$ cat config.mk
export PLATFORM = sky130hd
export DESIGN_NAME = dl11_uart
export DESIGN_NICKNAME = d
export VERILOG_FILES = /design/src/rtl/dl11_uart_pkg.sv /design/src/rtl/dl11_uart_tick_gen.sv /design/src/rtl/dl11_uart.sv
export SDC_FILE = /design/constraint.sdc
export NUM_CORES = 1
export LEC_CHECK = 0
export ABC_CLOCK_PERIOD_IN_PS = 4500
export CORE_MARGIN = 2
export CORE_UTILIZATION = 24
export DETAILED_ROUTE_END_ITERATION = 10
export GPL_TIMING_DRIVEN = 0
export PLACE_DENSITY_LB_ADDON = 0.3
export SLEW_MARGIN = 10
export SYNTH_ARGS = -nofsm -noshare
export SYNTH_HDL_FRONTEND = slang
export SYNTH_SLANG_ARGS = --single-unit
$ cat constraint.sdc
create_clock -name clk -period 4.5 [get_ports clk]
set_input_delay 0.9 -clock clk [delete_from_list [all_inputs] [get_ports clk]]
set_output_delay 0.9 -clock clk [all_outputs]
set_load 0.03 [all_outputs]
$ cat src/rtl/dl11_uart_pkg.sv
// dl11_uart_pkg: shared state encodings and oversampling constants for the DL11 UART core
package dl11_uart_pkg;
  localparam int OVERSAMPLE = 16;
  localparam int HALF_BIT = 8;
  localparam int DATA_BITS = 8;
  typedef enum logic [1:0] {T_IDLE, T_START, T_DATA, T_STOP} tx_state_e;
  typedef enum logic [1:0] {R_IDLE, R_START, R_DATA, R_STOP} rx_state_e;
endpackage

$ cat src/rtl/dl11_uart_tick_gen.sv
// uart_tick_gen: free-running divider emitting a one-cycle 16x oversample tick
module uart_tick_gen #(
  parameter int CLK_DIV = 27
) (
  input  logic clk,
  input  logic reset,
  output logic tick
);
  localparam int W = $clog2(CLK_DIV);
  logic [W-1:0] cnt_q;
  assign tick = cnt_q == W'(CLK_DIV - 1);
  always_ff @(posedge clk) begin
    if (reset) cnt_q <= '0;
    else cnt_q <= tick ? '0 : cnt_q + 1'b1;
  end
endmodule

$ cat src/rtl/dl11_uart.sv
// dl11_uart: 8N1 serial core with 16x oversampled TX/RX and four-phase byte handshakes
module dl11_uart
  import dl11_uart_pkg::*;
#(
  parameter int CLK_DIV = 27
) (
  input  logic       clk,
  input  logic       reset,
  input  logic       ld_tx_req,
  output logic       ld_tx_ack,
  input  logic [7:0] tx_data,
  input  logic       tx_enable,
  output logic       tx_out,
  output logic       tx_empty,
  input  logic       uld_rx_req,
  output logic       uld_rx_ack,
  output logic [7:0] rx_data,
  input  logic       rx_enable,
  input  logic       rx_in,
  output logic       rx_empty,
  output logic       rx_frame_err,
  output logic       rx_overrun
);
  logic tick;
  tx_state_e tx_st_q;
  logic [7:0] tx_sr_q;
  logic [3:0] tx_tc_q;
  logic [2:0] tx_bc_q;
  logic tx_out_q, tx_empty_q, tx_ack_q;
  rx_state_e rx_st_q;
  logic [1:0] rx_sync_q;
  logic [7:0] rx_sr_q, rx_data_q;
  logic [3:0] rx_tc_q;
  logic [2:0] rx_bc_q;
  logic rx_empty_q, rx_ferr_q, rx_ovr_q, uld_ack_q;
  logic rx_s, rx_done, rx_unload;

  uart_tick_gen #(.CLK_DIV(CLK_DIV)) u_tick (.clk(clk), .reset(reset), .tick(tick));

  assign ld_tx_ack = tx_ack_q;
  assign tx_out = tx_out_q;
  assign tx_empty = tx_empty_q;
  assign uld_rx_ack = uld_ack_q;
  assign rx_data = rx_data_q;
  assign rx_empty = rx_empty_q;
  assign rx_frame_err = rx_ferr_q;
  assign rx_overrun = rx_ovr_q;

  // T_START waits one tick with the line still high so the start bit aligns to the tick grid
  always_ff @(posedge clk) begin
    if (reset) begin
      tx_st_q <= T_IDLE;
      tx_sr_q <= '0;
      tx_tc_q <= '0;
      tx_bc_q <= '0;
      tx_out_q <= 1'b1;
      tx_empty_q <= 1'b1;
      tx_ack_q <= 1'b0;
    end else begin
      if (!ld_tx_req) tx_ack_q <= 1'b0;
      if (tx_st_q == T_IDLE) begin
        if (ld_tx_req && tx_enable && !tx_ack_q) begin
          tx_sr_q <= tx_data;
          tx_ack_q <= 1'b1;
          tx_empty_q <= 1'b0;
          tx_tc_q <= '0;
          tx_bc_q <= '0;
          tx_st_q <= T_START;
        end
      end else if (tick) begin
        tx_tc_q <= tx_tc_q + 1'b1;
        if (tx_st_q == T_START && tx_out_q) begin
          tx_out_q <= 1'b0;
          tx_tc_q <= '0;
        end else if (tx_tc_q == 4'(OVERSAMPLE - 1)) begin
          case (tx_st_q)
            T_START: begin
              tx_st_q <= T_DATA;
              tx_out_q <= tx_sr_q[0];
            end
            T_DATA: begin
              tx_bc_q <= tx_bc_q + 1'b1;
              tx_sr_q <= tx_sr_q >> 1;
              tx_out_q <= (tx_bc_q == 3'(DATA_BITS - 1)) ? 1'b1 : tx_sr_q[1];
              if (tx_bc_q == 3'(DATA_BITS - 1)) tx_st_q <= T_STOP;
            end
            default: begin
              tx_st_q <= T_IDLE;
              tx_empty_q <= 1'b1;
            end
          endcase
        end
      end
    end
  end

  assign rx_s = rx_sync_q[1];
  assign rx_done = tick && rx_enable && rx_st_q == R_STOP && rx_tc_q == 4'(OVERSAMPLE - 1);
  assign rx_unload = uld_rx_req && !uld_ack_q;

  always_ff @(posedge clk) begin
    if (reset) rx_sync_q <= 2'b11;
    else rx_sync_q <= {rx_sync_q[0], rx_in};
  end

  always_ff @(posedge clk) begin
    if (reset || !rx_enable) begin
      rx_st_q <= R_IDLE;
      rx_tc_q <= '0;
      rx_bc_q <= '0;
      if (reset) rx_sr_q <= '0;
    end else if (tick) begin
      rx_tc_q <= rx_tc_q + 1'b1;
      case (rx_st_q)
        R_IDLE: begin
          rx_tc_q <= '0;
          if (!rx_s) rx_st_q <= R_START;
        end
        R_START: if (rx_tc_q == 4'(HALF_BIT - 1)) begin
          rx_st_q <= rx_s ? R_IDLE : R_DATA;
          rx_tc_q <= '0;
          rx_bc_q <= '0;
        end
        R_DATA: if (rx_tc_q == 4'(OVERSAMPLE - 1)) begin
          rx_sr_q <= {rx_s, rx_sr_q[7:1]};
          rx_bc_q <= rx_bc_q + 1'b1;
          if (rx_bc_q == 3'(DATA_BITS - 1)) rx_st_q <= R_STOP;
        end
        default: if (rx_tc_q == 4'(OVERSAMPLE - 1)) rx_st_q <= R_IDLE;
      endcase
    end
  end

  // A completing frame takes priority over a same-cycle unload for empty/overrun
  always_ff @(posedge clk) begin
    if (reset) begin
      uld_ack_q <= 1'b0;
      rx_empty_q <= 1'b1;
      rx_data_q <= '0;
      rx_ferr_q <= 1'b0;
      rx_ovr_q <= 1'b0;
    end else begin
      if (!uld_rx_req) uld_ack_q <= 1'b0;
      if (rx_unload) begin
        uld_ack_q <= 1'b1;
        rx_empty_q <= 1'b1;
        rx_ovr_q <= 1'b0;
      end
      if (rx_done) begin
        rx_data_q <= rx_sr_q;
        rx_ferr_q <= !rx_s;
        rx_ovr_q <= !rx_unload && (rx_ovr_q || !rx_empty_q);
        rx_empty_q <= 1'b0;
      end
    end
  end
endmodule

* Word-level counts from Yosys, hierarchy flattened *
Cells that the tools add are included.

storage, ports and cells
  word-level logic and storage cells = 143
  input bits = 15
  output and inout bits = 15
  register bits = 56

cells by class
  muxes and demuxes = 59
  reductions and logical operators = 39
  add/subtract/negate cells = 5
  bitwise logic cells = 1
  equal/unequal tests = 21

operators with widths
  kind                                           count
  2-to-1 mux 8 bit                               11
  2-to-1 mux 2 bit                               12
  2-to-1 mux 3 bit                               8
  2-to-1 mux 4 bit                               5
  2-to-1 mux 1 bit                               18
  nonzero test 2 bit                             9
  AND reduction 5 bit                            3
  != test 2 bit, second input constant           6
  AND reduction 4 bit                            3
  adder 4 x 1 -> 4 bit, second input constant    2
  equality test 4 bit, second input constant     2
  logical AND 1 bit                              8
  case mux 4 bit (2 select lines)                1
  adder 3 x 1 -> 3 bit, second input constant    2
  equality test 2 bit, second input constant     3
  equality test 3 bit, second input constant     2
  zero test 1 bit                                6
  != test 2 x 1 -> 1 bit, second input constant  3
  case mux 2 bit (3 select lines)                1
  case mux 3 bit (2 select lines)                1
  AND reduction 6 bit                            1
  nonzero test 3 bit                             2
  adder 5 x 1 -> 5 bit, second input constant    1
  equality test 5 bit, second input constant     1
  10 further kinds                               14

* Longest topological paths before layout *
Gate-level depths: netlist (run 1).

  depth after elaboration = 7
  gate-level depth with buffers = 9
  gate-level depth less buffers = 6

* By module *
Synthesis (run 1) repeated with hierarchy kept, for this count alone.

unflattened totals
  cells, all modules = 266
  area total of the unflattened synthesis = 2623.8 um^2

by module, submodules not included
  module         area each (um^2)  cells each  times used  sequential area each (um^2)
  dl11_uart      2364.8            244         1           1101.1
  uart_tick_gen  259.0             22          1           100.1

* Least setup slack after synthesis (run 1) *
OpenSTA, ideal clock, no wires.

  kind = input port to flip-flop
  start = input port reset
  end = register rx_sr_q[0] (enable)
  data arrival time = 1876 ps
  buffers on the path = 3
  stages on the path = 4
  required time = 4170 ps
  library setup time = 330 ps
  slack = 2294 ps
  cell sequence = clkbuf_1 clkbuf_1 buf_2 a41o_1

on the way
  word-level cells in the longest chain between the ends = 3
  elaborated cells on any way between the ends = 6
  those cells by class = 1 x eq/ne; 5 x reduce/logical

RTL lines
  what                                                                  RTL line          text
  start, declared                                                       dl11_uart.sv:8    input logic reset,
  logical OR 1 bit                                                      dl11_uart.sv:107  if (reset || !rx_enable) begin
  != test 2 bit (no line) / nonzero test 2 bit (equally long branches)  -
  AND reduction 4 bit (no line) *                                       -
  end signal, assigned                                                  dl11_uart.sv:125  rx_sr_q <= {rx_s, rx_sr_q[7:1]};
  end, declared                                                         dl11_uart.sv:32   logic [7:0] rx_sr_q, rx_data_q;

Mark *: on every way between the ends. The rest lies on a longest branch, timed or not.
A chain may end at the register's enable or synchronous reset.

* Final worst setup path (run 1) *
  start = input port reset
  end = register rx_sr_q[6] (enable)

Same word-level chain as after synthesis.

==> results of run 1 <==
-- layer usage --
| layer | vias to the layer above | GRT usage (%) | share of wire [%] |
|---|---|---|---|
| met3 | 7 | 1.61 | 3.2 |
| met2 | 38 | 16.7 | 47 |
| met1 | 990 | 13.0 | 48 |
| met5 | - | 0 | 0 |
| met4 | 0 | 4.76 | 1.8 |
| li1 | 1026 | - | - |
-- cell families (layout without fill, tap and decap cells) --
group	Yosys count	count (layout)	synth area share, %
mux	10	10	3.80
simple gates	100	100	22.1
xor+xnor	6	6	2.00
fa+ha+maj	11	11	5.23
buf+inv	33	70	6.08
flops	56	56	45.6
compound gates	56	56	15.2
-- worst register-to-register path: cells and delay by family (launching register included) --
family                     cells  cell delay [ps]
adders and majority gates      1              220
AOI/OAI and AO/OA              2              430
DFF                            1              370
and+or+nand+nor                2              260
buffers and inverters          4              660
-- Yosys cell counts (2+ instances only) --
master / n
mux2i_1: 10
clkbuf_1: 7
a21oi_1: 15
nor3_1: 3
nor2b_1: 11
and2_1: 9
o22a_1: 7
or2_2: 2
dfxtp_1: 48
and4b_1: 2
a22oi_1: 2
ha_1: 11
nor3b_1: 2
nand2b_1: 9
a221oi_1: 6
a21boi_0: 2
nand3_1: 5
edfxtp_1: 8
a311o_1: 2
a311oi_1: 2
xnor2_1: 5
nand3b_1: 4
nor2_1: 32
buf_6: 4
a32oi_1: 2
inv_1: 17
nand2_1: 9
or3_1: 2
o21ai_0: 8
buf_2: 5
-- report_power, final --
part	switching (mW)	internal, mW	total (mW)
sequential	0.00937	0.522	0.532
combinational	0.0514	0.0438	0.0953
clock	0.184	0.118	0.303
-- cell type report --
type / instances / area share [%]
flip-flops and latches: 56 / 37.6
inverters: 17 / 2.00
clock inverters: 3 / 0.900
clock buffers: 5 / 2.15
multi-input cells: 183 / 39.8
plain buffers: 16 / 3.01
repair buffers: 29 / 9.08
well taps: 140 / 5.48
-- metrics by stage --
step / utilization [%] / setup slack [ps]
after global routing: 29.6 / 1330
after global placement: 28.7 / 1100
final: 29.6 / 1510
after floorplan: - / 2290
after detailed placement: 28.7 / 1070
after CTS: 29.6 / 1430
-- state kept, by name, indices dropped and copies added, names as in the netlist, 3 cells and up --
| signal | cells |
|---|---|
| rx_bc_q | 3 |
| rx_data | 8 |
| rx_sr_q | 8 |
| rx_tc_q | 4 |
| tx_bc_q | 3 |
| tx_sr_q | 8 |
| tx_tc_q | 4 |
| u_tick.cnt_q | 5 |
-- worst paths after layout --
path,to,slack (ps),cells past startpoint
setup / recovery,rx_sr_q[6],1510,5
hold / removal,rx_sync_q[1],420,1
hold reg to reg,rx_sync_q[1],420,1
setup reg to reg,tx_sr_q[6],2470,9
==> metrics, run 1 <==
status=complete, no violations; area grow syn2layout=21.4%; routed via count=2061; CP Class=input pin to flop; Worst Setup SP=reset; Yosys reg bits=56; Final Cell Area=3200 um^2; Post-Place Cell Area=3100 um^2; FMAX=335 MHz; antenna-violating nets left=0; Critical Path End Type=flop; gpl congestion=0.818; DRC Markers=0; post-route setup TNS=0 ps; Hold Path Class=flop to flop; Setup Viol. Count Final=0; clk buf depth=2; syn_nets=298; EDFF count, synth=8; vias in the first global route=2026; die width=109 um; vias per cell=4.59; Ports=30; sequential fraction of the synthesis area=45.6%; ys flop type=dfxtp_1; initial antenna violation count=0; HP Start=rx_sync_q[0]; Buf/Inv on CP=4; Rel. slew slack=64.8%; num rows=38; later-pin clock latency in the skew report=320 ps; Layout Cells excl Fill=449; # hold bufs at CTS=0; Critical Path Fanout Max=10; level count of the clock H-tree=2; GRT Total Usage=10.2%; multi-input logic area=1270 um^2; Mean Syn Cell Area=9.68 um^2; Crit path arrival time=2980 ps; Worst Setup Start Kind=input pin; CTS Root Cell=clkbuf_8; fillers=1114; Synth async-reset ratio=0%; Critical Path RT=4490 ps; placed cells=441; Worst VDD drop=116 uV; max-slew violations=0; Worst Skew=9.35 ps; clk slew on worst S/H paths=110 ps; GR Overflow Total=0; Slowest cell on crit path=clkdlybuf4s50_1; CTS tree=done; pin count of the biggest net entering global routing=21; router iterations before antenna repair=4; Initial Util=24.4%; cell family with most CP delay=buffers and inverters; max cap viols=0; FF+latch area=1200 um^2; CTS Sinks=56; mean routed wirelength per cell=12.6 um; min cycle time layout=2990 ps; leak pwr=1.24 nW; synth top area cells=dfxtp_1, edfxtp_1, ha_1; die height=109 um; synth unique cells=51; Syn Inst Count=272; Post-Route WL=5.65 mm; Netlist Area Pre-Place=2630 um^2; DP Wirelength=4.11 mm; RSZ-0062 raised after global routing=no; Hold WS=423 ps; die area=11800 um^2; Layout Nets=334; Ys Warns=0; most frequent cells in the layout=dfxtp_1, nor2_1, clkdlybuf4s50_1, inv_1, a21oi_1; Tightest Pin Transition=528 ps; most common cell after layout, fill and taps aside=dfxtp_1; Iter 0 DRT Violations=86; final hold viol count=0; Core ar.=10800 um^2; total CTS buffers=5; R2R Path Start=tx_st_q[0]; PortBufs=29; antenna diode count=0; Setup Fix Bufs, Post-CTS=0; Synth area leader=dfxtp_1; Final Cycle Share=66.4%; CP most frequent cell=clkbuf_1; post-synth top area share=36.5%; pwr dens=291 nW/um^2; share of layout cells above drive strength 1=7.77%; Critical Path Max Stage Delay=600 ps; post_cts resized=0; first-pass GRT wire length=9.45 mm; critical path, cell by cell=clkdlybuf4s50_1 > clkbuf_1 > clkbuf_1 > buf_2 > a41o_1; Power Total=0.930 mW
Power figures use the tool's default switching activity.
==> run 2: changes to the inputs <==
--- a/config.mk
+++ b/config.mk
@@ -5,7 +5,7 @@
 export SDC_FILE = /design/constraint.sdc
 export NUM_CORES = 1
 export LEC_CHECK = 0
-export ABC_CLOCK_PERIOD_IN_PS = 4500
+export ABC_CLOCK_PERIOD_IN_PS = 3000
 export CORE_MARGIN = 2
 export CORE_UTILIZATION = 24
 export DETAILED_ROUTE_END_ITERATION = 10
==> constraint.sdc (replaced) <==
create_clock -name clk -period 3 [get_ports clk]
set_input_delay 0.6 -clock clk [delete_from_list [all_inputs] [get_ports clk]]
set_output_delay 0.6 -clock clk [all_outputs]
set_load 0.03 [all_outputs]
==> results of run 2 <==
The final DEF is identical to that of run 1. Status: complete, no violations.
Among the figures that moved: setup slack after placement 1070 ps -> -128 ps; setup slack after layout 1510 ps -> 312 ps; register-to-register setup slack 2470 ps -> 970 ps; total power 0.930 mW -> 1.39 mW; worst IR drop on VDD 116 uV -> 174 uV
==> run 3: changes to the inputs <==
--- a/config.mk
+++ b/config.mk
@@ -6,8 +6,8 @@
 export NUM_CORES = 1
 export LEC_CHECK = 0
 export ABC_CLOCK_PERIOD_IN_PS = 3000
-export CORE_MARGIN = 2
 export CORE_UTILIZATION = 24
+export CTS_CLUSTER_SIZE = 16
 export DETAILED_ROUTE_END_ITERATION = 10
 export GPL_TIMING_DRIVEN = 0
 export PLACE_DENSITY_LB_ADDON = 0.3
==> run 3 against run 2 <==
Via count down 1.4%. First-iteration DRC count down 43%. Sequential share of layout area up 0.24 points. Sequential power about the same. Hold slack worse by 6.8 ps. Final area down 0.63%. Flip-flop and latch count unchanged. Non-clock buffer count unchanged. Die area down 3.6%. Clock power down 13%.
==> metrics, run 3 (synthesis gave the netlist of run 1 again) <==
die area=11400 um^2; Setup Fix Bufs, Post-CTS=0; mean routed wirelength per cell=12.9 um; max-slew violations=0; antenna diode count=0; CTS Sinks=56; Worst Skew=13.3 ps; PortBufs=29; Critical Path End Type=flop; Worst VDD drop=158 uV; Iter 0 DRT Violations=49; num rows=37; pwr dens=421 nW/um^2; # hold bufs at CTS=0; critical path, cell by cell=clkdlybuf4s50_1 > clkbuf_2 > clkbuf_1 > buf_2 > a41o_1; Layout Nets=334; pin count of the biggest net entering global routing=17; CTS tree=done; final hold viol count=0; post_cts resized=0; level count of the clock H-tree=2; FMAX=379 MHz; Setup Viol. Count Final=0; GR Overflow Total=0; worst setup margin=362 ps; antenna-violating nets left=0; Tightest Pin Transition=515 ps; vias in the first global route=2023; Rel. slew slack=65.7%; Critical Path Max Stage Delay=610 ps; CP Class=input pin to flop; Hold WS=416 ps; die width=107 um; Setup WS pre-CTS=-225 ps; clk buf depth=2; area grow syn2layout=20.6%; Slowest cell on crit path=clkdlybuf4s50_1; min cycle time layout=2640 ps; Crit path arrival time=2610 ps; Core ar.=10500 um^2; Worst Setup Start Kind=input pin; total CTS buffers=5; gpl congestion=0.722; first-pass GRT wire length=9.70 mm; max cap viols=0; die height=107 um; GRT Total Usage=10.7%; leak pwr=1.23 nW; router iterations before antenna repair=4; vias per cell=4.58; DRC Markers=0; share of layout cells above drive strength 1=7.79%; placed cells=437; clk slew on worst S/H paths=100 ps; Critical Path Fanout Max=10; most common cell after layout, fill and taps aside=dfxtp_1; DP Wirelength=4.17 mm; Initial Util=25.2%; RSZ-0062 raised after global routing=no; Critical Path RT=2970 ps; status=complete, no violations; Hold Path Class=flop to flop; Layout Cells excl Fill=444; initial antenna violation count=0; Final Cycle Share=87.9%; later-pin clock latency in the skew report=310 ps; Post-Route WL=5.72 mm; Ports=30; most frequent cells in the layout=dfxtp_1, nor2_1, clkdlybuf4s50_1, inv_1, a21oi_1; CTS Root Cell=clkbuf_8; routed via count=2032
==> run 3: changes by cell type in the layout (fill, tap and decap cells not counted) <==
cell	previous run	this run
inv_6	2	0
clkbuf_1	7	6
clkbuf_2	0	1
clkinv_2	0	1
clkinvlp_4	0	1
inv_8	1	0
==> run 3: worst paths after layout <==
path / cells after the start / endpoint / start / slack (ps)
worst max-delay path: 5 / rx_sr_q[5] / reset / 360
worst max register to register: 9 / tx_sr_q[6] / tx_st_q[1] / 950
worst min register to register: 1 / rx_sync_q[1] / rx_sync_q[0] / 420
worst min-delay path: 1 / rx_sync_q[1] / rx_sync_q[0] / 420
==> run 3: metrics by stage <==
step / cell area, um^2 / TNS, ps / util (%) / total power, mW
6_report: 3180 / 0 / 30.4 / 1.34
5_1_grt: 3180 / 0 / 30.4 / 1.40
4_1_cts: 3180 / 0 / 30.4 / 1.36
3_5_place_dp: 3090 / -1800 / 29.6 / 0.960
3_3_place_gp: 3090 / -1310 / 29.6 / 0.957
2_1_floorplan: 2630 / 0 / - / 0.904
==> run 3: cell type report <==
class,instances,area [um^2]
fill,1126,7290
multi-input combinational,183,1270
sequential,56,1200
timing repair buffer,29,290
tap,136,170
buffer,16,97.6
clock buffer,5,68.8
inverter,17,63.8
clock inverter,2,12.5
==> run 3: layer usage <==
| metal | vias up | GRT usage [%] | routed length, um | part of all wire (%) |
|---|---|---|---|---|
| li1 | 1028 | - | - | - |
| met1 | 977 | 13.7 | 2760 | 48 |
| met2 | 22 | 18.1 | 2750 | 48 |
| met3 | 5 | 2.19 | 148 | 2.6 |
| met4 | 0 | 3.03 | 63 | 1.1 |
| met5 | - | 0 | 0 | 0 |
==> run 3: critical path: cells and delay by family <==
kind / cells / cell delay [ps]
AO/OA/AOI/OAI: 1 / 370
buffers and inverters: 4 / 1630
==> run 3: power by group <==
group	switching [mW]	internal [mW]	total, mW
logic	0.0775	0.0659	0.143
clock network	0.239	0.159	0.397
registers	0.0143	0.783	0.798
total	0.330	1.01	1.34
